`config.mk`:
```
export PLATFORM = sky130hd
export DESIGN_NAME = alu_ctrl_muldiv
export DESIGN_NICKNAME = d
export VERILOG_FILES = /design/src/rtl/alu_ctrl_muldiv.sv
export SDC_FILE = /design/constraint.sdc
export NUM_CORES = 1
export LEC_CHECK = 0
export BUFFER_PORTS_ARGS = -buffer_cell sky130_fd_sc_hd__buf_2
export CORE_ASPECT_RATIO = 0.9
export CORE_UTILIZATION = 55
export CTS_CLUSTER_DIAMETER = 150
export DETAILED_ROUTE_END_ITERATION = 8
export GPL_ROUTABILITY_DRIVEN = 0
export PLACE_DENSITY = 0.75
export SYNTH_ARGS = -nofsm -noshare
export SYNTH_HDL_FRONTEND = slang
export SYNTH_SLANG_ARGS = --single-unit
export TNS_END_PERCENT = 10
```
`constraint.sdc`:
```
create_clock -name clk -period 4.4 [get_ports clk]
set_clock_uncertainty 0.15 [all_clocks]
set_input_delay 1.32 -clock clk [delete_from_list [all_inputs] [get_ports clk]]
set_output_delay 1.32 -clock clk [all_outputs]
set_load 0.005 [all_outputs]
```
`src/rtl/alu_ctrl_muldiv.sv`:
```
// ALU control decode plus an iterative multiply/divide unit with HI/LO registers.
// MD ops take WIDTH+1 cycles after accept; dependent MD instructions stall until IDLE.
module alu_ctrl_muldiv #(
    parameter int WIDTH = 32
) (
    input  logic             clk,
    input  logic             reset,
    input  logic             in_valid,
    input  logic [5:0]       campoFuncion,
    input  logic [1:0]       ALUOp,
    input  logic [WIDTH-1:0] rs_val,
    input  logic [WIDTH-1:0] rt_val,
    output logic [3:0]       controlDeALU,
    output logic             md_busy,
    output logic             stall,
    output logic [WIDTH-1:0] mf_data,
    output logic [WIDTH-1:0] hi,
    output logic [WIDTH-1:0] lo
);

    localparam int CW = $clog2(WIDTH);
    localparam logic [CW-1:0] LAST = CW'(WIDTH - 1);

    localparam logic [5:0] F_MULT  = 6'b011000;
    localparam logic [5:0] F_MULTU = 6'b011001;
    localparam logic [5:0] F_DIV   = 6'b011010;
    localparam logic [5:0] F_DIVU  = 6'b011011;
    localparam logic [5:0] F_MFHI  = 6'b010000;
    localparam logic [5:0] F_MTHI  = 6'b010001;
    localparam logic [5:0] F_MFLO  = 6'b010010;
    localparam logic [5:0] F_MTLO  = 6'b010011;

    typedef enum logic [1:0] {
        IDLE = 2'd0,
        MUL  = 2'd1,
        DIV  = 2'd2,
        DONE = 2'd3
    } state_t;

    state_t state_q, state_d;

    logic [CW-1:0]    cnt;
    logic [WIDTH-1:0] acc;     // product high half / partial remainder
    logic [WIDTH-1:0] sreg;    // multiplier bits / dividend bits shifting into quotient
    logic [WIDTH-1:0] opb;     // multiplicand or divisor magnitude
    logic [WIDTH-1:0] rs_raw;
    logic             is_div;
    logic             neg_q;
    logic             neg_r;
    logic             dz;

    // ---------------- ALU control decode ----------------
    always_comb begin
        controlDeALU = 4'b0010;
        case (ALUOp)
            2'b00: controlDeALU = 4'b0010;
            2'b01: controlDeALU = 4'b0110;
            2'b11: controlDeALU = 4'b0001;
            default: begin
                case (campoFuncion)
                    6'b100000, 6'b100001: controlDeALU = 4'b0010;
                    6'b100010, 6'b100011: controlDeALU = 4'b0110;
                    6'b100100:            controlDeALU = 4'b0000;
                    6'b100101:            controlDeALU = 4'b0001;
                    6'b100110:            controlDeALU = 4'b0011;
                    6'b100111:            controlDeALU = 4'b1100;
                    6'b101010:            controlDeALU = 4'b0111;
                    6'b101011:            controlDeALU = 4'b1000;
                    default:              controlDeALU = 4'b0010;
                endcase
            end
        endcase
    end

    // ---------------- MD instruction classification ----------------
    logic rtype, is_mul_fn, is_div_fn, is_md_fn, idle;
    logic accept_mul, accept_div, do_mthi, do_mtlo;

    assign rtype     = (ALUOp == 2'b10);
    assign is_mul_fn = rtype && (campoFuncion == F_MULT || campoFuncion == F_MULTU);
    assign is_div_fn = rtype && (campoFuncion == F_DIV  || campoFuncion == F_DIVU);
    assign is_md_fn  = is_mul_fn || is_div_fn ||
                       (rtype && (campoFuncion == F_MFHI || campoFuncion == F_MTHI ||
                                  campoFuncion == F_MFLO || campoFuncion == F_MTLO));
    assign idle       = (state_q == IDLE);
    assign accept_mul = in_valid && idle && is_mul_fn;
    assign accept_div = in_valid && idle && is_div_fn;
    assign do_mthi    = in_valid && idle && rtype && (campoFuncion == F_MTHI);
    assign do_mtlo    = in_valid && idle && rtype && (campoFuncion == F_MTLO);

    assign md_busy = !idle;
    assign stall   = in_valid && md_busy && is_md_fn;

    always_comb begin
        mf_data = '0;
        if (in_valid && rtype && campoFuncion == F_MFHI)
            mf_data = hi;
        else if (in_valid && rtype && campoFuncion == F_MFLO)
            mf_data = lo;
    end

    // ---------------- operand conditioning ----------------
    logic             sgn, rs_neg, rt_neg;
    logic [WIDTH-1:0] rs_mag, rt_mag;

    assign sgn    = !campoFuncion[0];   // mult/div are even encodings, unsigned forms odd
    assign rs_neg = sgn && rs_val[WIDTH-1];
    assign rt_neg = sgn && rt_val[WIDTH-1];
    assign rs_mag = rs_neg ? (~rs_val + 1'b1) : rs_val;
    assign rt_mag = rt_neg ? (~rt_val + 1'b1) : rt_val;

    // ---------------- iteration datapath ----------------
    logic [WIDTH:0]     msum;
    logic [WIDTH:0]     trial;
    logic [WIDTH-1:0]   diff;
    logic               ge;
    logic [2*WIDTH-1:0] prod, prod_s;
    logic [WIDTH-1:0]   quo_s, rem_s;

    assign msum  = {1'b0, acc} + (sreg[0] ? {1'b0, opb} : {(WIDTH+1){1'b0}});
    assign trial = {acc, sreg[WIDTH-1]};
    assign ge    = (trial >= {1'b0, opb});
    // Remainder stays below the divisor, so the difference always fits WIDTH bits when ge.
    assign diff  = trial[WIDTH-1:0] - opb;

    assign prod   = {acc, sreg};
    assign prod_s = neg_q ? (~prod + 1'b1) : prod;
    assign quo_s  = neg_q ? (~sreg + 1'b1) : sreg;
    assign rem_s  = neg_r ? (~acc + 1'b1) : acc;

    // ---------------- FSM ----------------
    always_ff @(posedge clk) begin
        if (reset)
            state_q <= IDLE;
        else
            state_q <= state_d;
    end

    always_comb begin
        state_d = state_q;
        case (state_q)
            IDLE: begin
                if (accept_mul)
                    state_d = MUL;
                else if (accept_div)
                    state_d = DIV;
            end
            MUL:  if (cnt == LAST) state_d = DONE;
            DIV:  if (cnt == LAST) state_d = DONE;
            DONE: state_d = IDLE;
            default: state_d = IDLE;
        endcase
    end

    always_ff @(posedge clk) begin
        if (reset) begin
            cnt    <= '0;
            acc    <= '0;
            sreg   <= '0;
            opb    <= '0;
            rs_raw <= '0;
            is_div <= 1'b0;
            neg_q  <= 1'b0;
            neg_r  <= 1'b0;
            dz     <= 1'b0;
            hi     <= '0;
            lo     <= '0;
        end else begin
            case (state_q)
                IDLE: begin
                    cnt <= '0;
                    if (accept_mul || accept_div) begin
                        acc    <= '0;
                        rs_raw <= rs_val;
                        is_div <= accept_div;
                        neg_q  <= rs_neg ^ rt_neg;
                        neg_r  <= rs_neg;
                        dz     <= (rt_val == '0);
                        sreg   <= accept_div ? rs_mag : rt_mag;
                        opb    <= accept_div ? rt_mag : rs_mag;
                    end else begin
                        if (do_mthi) hi <= rs_val;
                        if (do_mtlo) lo <= rs_val;
                    end
                end
                MUL: begin
                    cnt  <= cnt + 1'b1;
                    acc  <= msum[WIDTH:1];
                    sreg <= {msum[0], sreg[WIDTH-1:1]};
                end
                DIV: begin
                    cnt  <= cnt + 1'b1;
                    acc  <= ge ? diff : trial[WIDTH-1:0];
                    sreg <= {sreg[WIDTH-2:0], ge};
                end
                DONE: begin
                    cnt <= '0;
                    if (!is_div) begin
                        hi <= prod_s[2*WIDTH-1:WIDTH];
                        lo <= prod_s[WIDTH-1:0];
                    end else if (dz) begin
                        hi <= rs_raw;
                        lo <= '1;
                    end else begin
                        hi <= rem_s;
                        lo <= quo_s;
                    end
                end
                default: cnt <= '0;
            endcase
        end
    end

endmodule

```
# Word level (Yosys, flattened, before mapping)
# Cells that the tools add are included.
[classes]
n_mux = 32
eq_ne = 29
n_bitwise = 6
n_reduce_logical = 39
add_sub_neg = 8
n_lt_le_gt_ge = 1
shift = 0
multipliers = 0
div_mod_pow = 0
[ops]
columns = ["cell", "n"]
rows = [
  ["$mux W32", 20],
  ["$pmux W32 S3", 2],
  ["$add A32 B1 Y32 const B", 4],
  ["$not A32 Y32", 4],
  ["$pmux W32 S2", 2],
  ["$add A64 B1 Y64 const B", 1],
  ["$mux W64", 1],
  ["$not A64 Y64", 1],
  ["$eq A6 B5 Y1 const B", 8],
  ["$eq A6 B6 Y1 const B", 8],
  ["$add A32 B32 Y33", 1],
  ["$ge A33 B32 Y1", 1],
  ["$logic_not A32 Y1", 1],
  ["$sub A32 B32 Y32", 1],
  ["$pmux W4 S7", 1],
  ["$logic_and A1 B1 Y1", 16],
  ["$pmux W4 S3", 1],
  ["$pmux W5 S2", 1],
  ["$eq A2 B2 Y1 const B", 4],
  ["$logic_or A1 B1 Y1", 8],
  ["$ne A2 B1 Y1 const B", 4],
  ["$mux W2", 3],
  ["$pmux W2 S3", 1],
  ["$reduce_and A2 Y1", 3],
  ["other kinds (12)", 18],
]
[totals]
ramBits = 0
in_bits = 75
output_inout_bits = 102
rom_bits = 0
word_cells = 127
ff_bits = 203
latchBits = 0
mem_count = 0

# Depth between registers and ports, before layout
# Gate-level depths: netlist of run 1.
[logic_depth]
word_depth = 7
mapped_depth = 14
ltp_nobuf = 13

# Worst setup path before layout of run 1
# OpenSTA, ideal clock, no wires.
[synth_timing]
path_type = "input to output"
start = "in campoFuncion[1]"
end = "out mf_data[10]"
arrival_ns = 2.568
path_stages = 5
path_slack_ns = 0.362
path_buffers = 3
required_ns = 2.930
path_cell_list = "clkbuf_1 > clkbuf_1 > buf_1 > mux2i_1 > nor2_1"
[synth_between]
elab_chain_len = 4
elab_cells_between_ends = 6
classes_between = "eq/ne (2); mux (2); reduce/logical (2)"
[synth_lines]
columns = ["element", "line_no", "text"]
rows = [
  ["start, declared", "9", "input logic [5:0] campoFuncion,"],
  ["$eq A6 B5 Y1", "98", "else if (in_valid && rtype && campoFuncion == F_MFLO)"],
  ["$logic_and A1 B1 Y1", "98", ""],
  ["$mux W32", "98", ""],
  ["$mux W32 (*)", "96", "if (in_valid && rtype && campoFuncion == F_MFHI)"],
  ["end, declared", "16", "output logic [WIDTH-1:0] mf_data,"],
]
# Every way passes the cells marked *; elsewhere a longest branch is shown, timed or not.

# Worst setup path in the final report of run 1
[layout_timing]
start = "in ALUOp[0]"
end = "out mf_data[13]"
[layout_between]
elab_chain_len = 5
elab_cells_between_ends = 6
classes_between = "eq/ne (1); mux (2); reduce/logical (3)"
[layout_lines]
columns = ["element", "line_no", "text"]
rows = [
  ["start, declared", "10", "input logic [1:0] ALUOp,"],
  ["$eq A2 B2 Y1 (*)", "79", "assign rtype = (ALUOp == 2'b10);"],
  ["$logic_and A1 B1 Y1 (*)", "96, 98", ""],
  ["$logic_and A1 B1 Y1", "98", ""],
  ["$mux W32", "98", ""],
  ["$mux W32 (*)", "96", ""],
]
# Marked as above.

==> results of run 1 <==
-- final cells by class --
type / instances / area [µm²] / area share (%)
multi-input cells: 1930 / 12230 / 63.37
flip-flops and latches: 203 / 4066 / 21.08
repair buffers: 246 / 1449 / 7.511
clock buffers: 31 / 665.6 / 3.451
well taps: 409 / 511.7 / 2.653
inverters: 73 / 274.0 / 1.420
clock inverters: 8 / 98.84 / 0.5124
-- stage by stage --
step / hold slack (ns) / util, % / cells / worst slack [ns]
2_1_floorplan: 0.2675 / - / 2422 / 0.3620
3_3_place_gp: 0.2823 / 59.79 / 2861 / 0.2463
3_5_place_dp: 0.2877 / 59.79 / 2861 / 0.1613
4_1_cts: 0.2974 / 62.25 / 2900 / 0.1616
5_1_grt: 0.3152 / 62.25 / 2900 / 0.05984
6_report: 0.2983 / 62.25 / 2900 / 0.1610
-- cells in the final DEF, fill, tap and decap left out, types with 17 or more instances in the layout --
cell,n
sky130_fd_sc_hd__o31ai_1,32
sky130_fd_sc_hd__o211ai_1,67
sky130_fd_sc_hd__nor4_1,22
sky130_fd_sc_hd__buf_2,174
sky130_fd_sc_hd__nor2b_1,23
sky130_fd_sc_hd__nor2_1,210
sky130_fd_sc_hd__nor3_1,44
sky130_fd_sc_hd__o22ai_1,17
sky130_fd_sc_hd__or4_1,19
sky130_fd_sc_hd__nand3_1,40
sky130_fd_sc_hd__o221ai_1,34
sky130_fd_sc_hd__xnor2_1,133
sky130_fd_sc_hd__a31oi_1,37
sky130_fd_sc_hd__a21oi_1,240
sky130_fd_sc_hd__a21o_1,26
sky130_fd_sc_hd__ha_1,74
sky130_fd_sc_hd__nand2_1,283
sky130_fd_sc_hd__inv_1,72
sky130_fd_sc_hd__or3_1,21
sky130_fd_sc_hd__dfxtp_1,201
sky130_fd_sc_hd__mux2i_1,72
sky130_fd_sc_hd__xor2_1,67
sky130_fd_sc_hd__o21ai_0,182
sky130_fd_sc_hd__buf_4,69
sky130_fd_sc_hd__clkbuf_16,23
sky130_fd_sc_hd__a221o_1,17
sky130_fd_sc_hd__a22oi_1,24
sky130_fd_sc_hd__nand2b_1,33
sky130_fd_sc_hd__a211oi_1,28
-- flip-flops by register name, summed over array words and instances, names as in the netlist --
signal	flops
acc	32
sreg	32
is_div	1
neg_q	1
cnt	5
dz	1
rs_raw	32
opb	32
hi	32
lo	32
state_q	2
neg_r	1
-- kinds of logic (layout without fill, tap and decap cells) --
group	Yosys count	count (layout)	share of synthesized area, %
flip-flops	203	203	23.38
multiplexers	74	74	4.276
AND/OR/NAND/NOR	780	780	21.07
XOR/XNOR	200	200	10.08
buffers and inverters	289	358	6.443
AO/OA/AOI/OAI	799	799	29.12
adder cells (fa/ha/maj)	77	77	5.630
-- cell usage after synthesis, types with 14 or more instances --
library cell | count | area share, %
sky130_fd_sc_hd__clkbuf_1 | 186 | 4.0
sky130_fd_sc_hd__a22oi_1 | 24 | 1.0
sky130_fd_sc_hd__dfxtp_1 | 203 | 23
sky130_fd_sc_hd__nand2b_1 | 33 | 1.2
sky130_fd_sc_hd__o221ai_1 | 34 | 1.7
sky130_fd_sc_hd__o31ai_1 | 32 | 1.4
sky130_fd_sc_hd__nand2_1 | 283 | 6.1
sky130_fd_sc_hd__a31oi_1 | 37 | 1.3
sky130_fd_sc_hd__or3_1 | 21 | 0.76
sky130_fd_sc_hd__a211oi_1 | 28 | 1.2
sky130_fd_sc_hd__xor2_1 | 67 | 3.4
sky130_fd_sc_hd__nor4_1 | 22 | 0.79
sky130_fd_sc_hd__nor3_1 | 44 | 1.3
sky130_fd_sc_hd__nor4b_1 | 14 | 0.71
sky130_fd_sc_hd__ha_1 | 75 | 5.4
sky130_fd_sc_hd__o211ai_1 | 67 | 2.9
sky130_fd_sc_hd__xnor2_1 | 133 | 6.7
sky130_fd_sc_hd__nand4_1 | 14 | 0.50
sky130_fd_sc_hd__a21oi_1 | 242 | 7.0
sky130_fd_sc_hd__a221o_1 | 17 | 0.98
sky130_fd_sc_hd__a21o_1 | 26 | 1.1
sky130_fd_sc_hd__buf_1 | 19 | 0.41
sky130_fd_sc_hd__mux2i_1 | 72 | 4.1
sky130_fd_sc_hd__nand3_1 | 40 | 1.2
sky130_fd_sc_hd__nor2b_1 | 23 | 0.83
sky130_fd_sc_hd__nor2_1 | 213 | 4.6
sky130_fd_sc_hd__or4_1 | 19 | 0.82
sky130_fd_sc_hd__o22ai_1 | 17 | 0.61
sky130_fd_sc_hd__o21ai_0 | 182 | 5.2
sky130_fd_sc_hd__inv_1 | 72 | 1.6
-- power by group through the flow --
stage	Sequential, mW	Clock, mW	Combinational, mW
2_1_floorplan	2.06	0	0.988
4_1_cts	2.08	1.98	1.44
5_1_grt	2.10	2.05	1.60
3_3_place_gp	2.12	0	1.41
6_report	2.10	1.99	1.51
3_5_place_dp	2.12	0	1.44
-- critical path: cells and delay by family --
kind | cells | cell delay [ns]
and+or+nand+nor | 4 | 0.98
buffers and inverters | 3 | 0.44
-- metal layers --
metal	global-route usage (%)	vias to the layer above	wire, µm
li1	-	8850	-
met3	10.48	235	8427
met4	20.13	2	3680
met2	57.54	1337	26910
met1	51.82	9169	26200
met5	0	-	11
-- worst max-delay path by stage --
stage                        to
global route        mf_data[13]
finish              mf_data[13]
CTS                 mf_data[13]
global placement    mf_data[12]
floorplan           mf_data[10]
detailed placement  mf_data[13]
==> impl_results.md, run 1 <==
- Result of the run: finished, final reports clean
- End of the worst register-to-register path: acc[28]
- First-pass GRT wire length: 99420 µm
- Sw power: 1.969 mW
- Number of synthesized register bits: 203
- Internal power contribution: 3.631 mW
- DRT antenna net count: 0
- I/O Buffers: 176
- Post-route cell area: 19290 µm²
- Clk Latency, worst-skew pair: 0.53 ns
- Slew margin rel.: 36.21%
- Warnings from Yosys: 0
- Die height: 170.6 µm
- Reg-to-Reg Start: acc[3]
- Placed standard-cell area: 18530 µm²
- Buffer cell driving the clock tree root: sky130_fd_sc_hd__clkbuf_16
- Setup repair after global routing missed its margin: no
- Post-detailed-route DRC marker count: 0
- Via count: 19590
- Data arrival, critical path: 2.77 ns
- Number of primary I/O pins: 177
- Longest Clk Path Bufs: 3
- Min-Delay Path Depth: 1
- Die Width: 189.4 µm
- Number of global-route vias before repair: 17380
- Syn Std Cell Area: 17380 µm²
- Number of hold buffers added after CTS: 0
- Tmin final: 4.239 ns
- Post-synth top flop: sky130_fd_sc_hd__dfxtp_1
- Classification of the worst setup path: in -> out
- Synth Net Count: 2574
- Number of failing setup endpoints in the final timing report: 0
- Wire length per cell: 22.49 µm
- Sequential share of power: 37.5%
- Number of vias per cell after detailed routing: 6.756
- Area growth from synthesis to layout: 11.00%
- Max-cap viol count: 0
- 1st-iter DRT viols: 2904
- Power density relative to cell area: 290.3 nW/µm²
- Core Region: 30990 µm²
- Power share of the combinational group: 27.0%
- Post-synth EDFFs: 0
- Share of total power consumed by net switching: 35.16%
- Clock transition at the registers of the reported paths: 0.06 ns
- Slew of the pin with the lowest slew margin: 0.9569 ns
- Final critical-path share of the clock period: 96.34%
- Number of failing hold endpoints at the final stage: 0
- Final total negative setup slack: 0 ns
- TritonCTS clock tree: built
- Sum of routed wire length over all layers: 65230 µm
- Number of antenna violations at the first check in global routing: 1
- Asr flop ratio synth: 0%
- Number of cells upsized or downsized after cts: 0
- Placed wire-length estimate after detailed placement: 48580 µm
- Hold path endpoint: cnt[0]
- Worst hold path startpoint: cnt[0]
- Initial Util: 56.08%
- Die area: 32320 µm²
- Clock network fraction of design power: 35.5%
- Final-stage net count: 2629
- Path class of the lowest-slack min-delay path: reg -> reg
- Total routing resource utilization after global routing: 38.98%
- Count of antenna diodes in the layout: 0
- Fraction of final layout cells with drive strength greater than 1: 12.61%
- Count of cells along the worst register-to-register path: 10
- Number of filler cells placed in the layout: 2848
- Worst vdd rail ir drop: 0.2272 mV
- Kind of end point of the critical path: output port
- Most frequent CP cell: sky130_fd_sc_hd__buf_2
- Crit path largest cell delay: 0.36 ns
- Count of cell types in the netlist: 80
- Synthesized netlist cell count: 2422
- Setup repair bufs after CTS: 0
- Sink count of the clock tree: 203
- TritonCTS Buffers: 23
- Worst Path Max Fanout: 32
- Sum of overflow across all layers after global routing: 0
- Overall power after layout: 5.600 mW
- Setup slack of the most critical reg-to-reg path: 0.37 ns
- Leakage power: 7.775 nW
- Syn_area_per_cell: 7.176 µm²
- Num rows: 61
- Iteration count of the initial detailed-routing pass: 8
- Worst EP required: 2.93 ns
- Maximum number of pins on one net before global-route repair: 120
- H-tree depth reported by CTS: 1
- Critical Path Source: ALUOp[0]
- Max Fclk: 0.2359 GHz
- Worst-path cell chain: buf_2, nor4bb_1, nand2_1, or3_1, buf_12, nor2_1, buf_2
- Final Slew Violations: 0
- Nature of the critical path startpoint: input pin
- Part of the Yosys area used for sequential elements: 23.38%
- Critical-path cell with the highest stage delay: sky130_fd_sc_hd__nor4bb_1
Power figures use the tool's default switching activity.
==> run 2, diff against run 1 <==
==> constraint.sdc (replaced) <==
create_clock -name clk -period 4.9 [get_ports clk]
set_clock_uncertainty 0.15 [all_clocks]
set_input_delay 1.47 -clock clk [delete_from_list [all_inputs] [get_ports clk]]
set_output_delay 1.47 -clock clk [all_outputs]
set_load 0.005 [all_outputs]
==> impl_results.md, run 2 (synthesized netlist as in run 1, its figures left out) <==
- Result of the run: finished, final reports clean (unchanged)
- End of the worst register-to-register path: acc[31] (was acc[28])
- Slew margin rel.: 35.97% (was 36.21%)
- Sink count of the clock tree: 203 (unchanged)
- Max-cap viol count: 0 (unchanged)
- Maximum number of pins on one net before global-route repair: 124 (was 120)
- Path class of the lowest-slack min-delay path: reg -> reg (unchanged)
- Max Fclk: 0.2129 GHz
- Clk Latency, worst-skew pair: 0.53 ns (about the same)
- Number of failing setup endpoints in the final timing report: 0 (unchanged)
- Post-detailed-route DRC marker count: 0 (unchanged)
- 1st-iter DRT viols: 2689 (was 2904)
- Setup repair after global routing missed its margin: no (unchanged)
- H-tree depth reported by CTS: 1 (unchanged)
- Number of global-route vias before repair: 17150 (was 17380)
- Internal power contribution: 3.339 mW (was 3.631 mW)
- TritonCTS clock tree: built (unchanged)
- Clock transition at the registers of the reported paths: 0.06 ns (about the same)
- Worst vdd rail ir drop: 0.2389 mV (was 0.2272 mV)
- DRT antenna net count: 0 (unchanged)
- Core Region: 30990 µm² (unchanged)
- Sequential share of power: 36.6% (was 37.5%)
- Final Slew Violations: 0 (unchanged)
- Fraction of final layout cells with drive strength greater than 1: 12.00% (was 12.61%)
- Power share of the combinational group: 26.3% (was 27.0%)
- Commonest non-fill, non-tap cells in the layout: sky130_fd_sc_hd__nand2_1 (283), sky130_fd_sc_hd__a21oi_1 (240), sky130_fd_sc_hd__nor2_1 (210) (unchanged)
- Worst Path Max Fanout: 32 (unchanged)
- Commonest non-fill, non-tap cell in the layout: sky130_fd_sc_hd__nand2_1 (unchanged)
- Setup slack of the most critical reg-to-reg path: 0.78 ns (was 0.37 ns)
- Worst hold path startpoint: opb[20] (was cnt[0])
- Nature of the critical path startpoint: input pin (unchanged)
- Number of vias per cell after detailed routing: 6.767 (was 6.756)
- Number of cells upsized or downsized after cts: 0 (unchanged)
- Initial Util: 56.08% (unchanged)
- Longest Clk Path Bufs: 3 (unchanged)
- Sum of overflow across all layers after global routing: 0 (unchanged)
- Reg-to-Reg Start: sreg[0] (was acc[3])
- Setup repair bufs after CTS: 0 (unchanged)
- Count of antenna diodes in the layout: 0 (unchanged)
- Data arrival, critical path: 3.08 ns (was 2.77 ns)
- First-pass GRT wire length: 98690 µm (was 99420 µm)
- Sw power: 1.801 mW (was 1.969 mW)
- Placement Setup Slack: 0.2109 ns (was 0.1613 ns)
- Sum of routed wire length over all layers: 65180 µm (was 65230 µm)
- Count of cells along the worst register-to-register path: 12 (was 10)
- Number of primary I/O pins: 177 (unchanged)
- Leakage power: 7.702 nW (was 7.775 nW)
- Tmin final: 4.698 ns
- Die Width: 189.4 µm (unchanged)
- Classification of the worst setup path: in -> out (unchanged)
- Number of antenna violations at the first check in global routing: 1 (unchanged)
- Placed wire-length estimate after detailed placement: 47680 µm (was 48580 µm)
- Num rows: 61 (unchanged)
- Buffer cell driving the clock tree root: sky130_fd_sc_hd__clkbuf_16 (unchanged)
- Min-Delay Path Depth: 2 (was 1)
- Clock network fraction of design power: 37.2% (was 35.5%)
- Final total negative setup slack: 0 ns (unchanged)
- Kind of end point of the critical path: output port (unchanged)
- Power density relative to cell area: 267.6 nW/µm² (was 290.3 nW/µm²)
- Final Instance Count excl. Fillers: 2885 (was 2900)
- Final-stage net count: 2610 (was 2629)
- Slew of the pin with the lowest slew margin: 0.9483 ns (was 0.9569 ns)
- Area growth from synthesis to layout: 10.50% (was 11.00%)
- Number of hold buffers added after CTS: 0 (unchanged)
- Total routing resource utilization after global routing: 38.66% (was 38.98%)
- Number of failing hold endpoints at the final stage: 0 (unchanged)
- Die height: 170.6 µm (unchanged)
- Hold path endpoint: opb[20] (was cnt[0])
- Wire length per cell: 22.59 µm (was 22.49 µm)
- Via count: 19520 (was 19590)
- Share of total power consumed by net switching: 35.03% (was 35.16%)
- I/O Buffers: 176 (unchanged)
- Iteration count of the initial detailed-routing pass: 6 (was 8)
- Worst EP required: 3.28 ns (was 2.93 ns)
- Min setup slack post-route: 0.2019 ns (was 0.1610 ns)
- Die area: 32320 µm² (unchanged)
- TritonCTS Buffers: 24 (was 23)
- Number of filler cells placed in the layout: 2814 (was 2848)
- Final critical-path share of the clock period: 95.88%
- Cells after DPL: 2841 (was 2861)
- Final worst hold slack: 0.3030 ns (was 0.2983 ns)
-- run 2: cell count changes in the layout (fill, tap and decap cells not counted), sizes merged --
| cell | change |
|---|---|
| bufinv | +1 |
| clkbuf | +1 |
| inv | +1 |
| buf | -20 |
| clkinv | +1 |
| clkinvlp | +1 |
-- run 2: area by class of cell --
cell class                      count  area, µm²  area share [%]
Inverter                           73      274.0           1.427
Tap cell                          409      511.7           2.665
Sequential cell                   203       4066           21.17
Clock inverter                     12      146.4          0.7623
Multi-Input combinational cell   1930      12230           63.66
Clock buffer                       32      681.9           3.551
Timing Repair Buffer              226       1299           6.763
-- run 2: per-stage QoR --
step	util, %	total power, mW	instance area, µm²
6_report	61.98	5.140	19200
4_1_cts	61.98	5.069	19200
5_1_grt	61.98	5.290	19200
3_5_place_dp	59.30	3.192	18380
3_3_place_gp	59.30	3.168	18380
2_1_floorplan	-	2.738	17380
-- run 2: worst max-delay path by stage --
stage,slack [ns],depth (start not counted),to,startpoint
after floorplan,0.56,5,mf_data[10],campoFuncion[1]
after global placement,0.32,7,mf_data[4],ALUOp[0]
after detailed placement,0.21,7,mf_data[8],ALUOp[0]
after CTS,0.21,7,mf_data[8],ALUOp[0]
after global routing,0.11,7,mf_data[8],ALUOp[0]
final,0.20,7,mf_data[28],ALUOp[0]
-- run 2: routing by layer --
| metal | global-route usage, % | wire length, µm | vias to the layer above |
|---|---|---|---|
| met5 | 0 | 17 | - |
| met4 | 19.00 | 3740 | 2 |
| met3 | 9.415 | 8197 | 261 |
| met2 | 57.32 | 27180 | 1340 |
| met1 | 52.15 | 26040 | 9100 |
| li1 | - | - | 8820 |
-- run 2: power groups by stage --
| stage | registers, mW | logic, mW | clock network (mW) |
|---|---|---|---|
| floorplan | 1.85 | 0.887 | 0 |
| global placement | 1.90 | 1.27 | 0 |
| detailed placement | 1.91 | 1.29 | 0 |
| CTS | 1.87 | 1.30 | 1.90 |
| global route | 1.88 | 1.43 | 1.98 |
| finish | 1.88 | 1.35 | 1.91 |
-- run 2: critical path, stage by stage --
cell	delay [ns]
sky130_fd_sc_hd__buf_2	0.13
sky130_fd_sc_hd__nor4bb_1	0.37
sky130_fd_sc_hd__nand2_1	0.20
sky130_fd_sc_hd__or3_1	0.35
sky130_fd_sc_hd__buf_4	0.25
sky130_fd_sc_hd__nor2_1	0.16
sky130_fd_sc_hd__buf_2	0.13
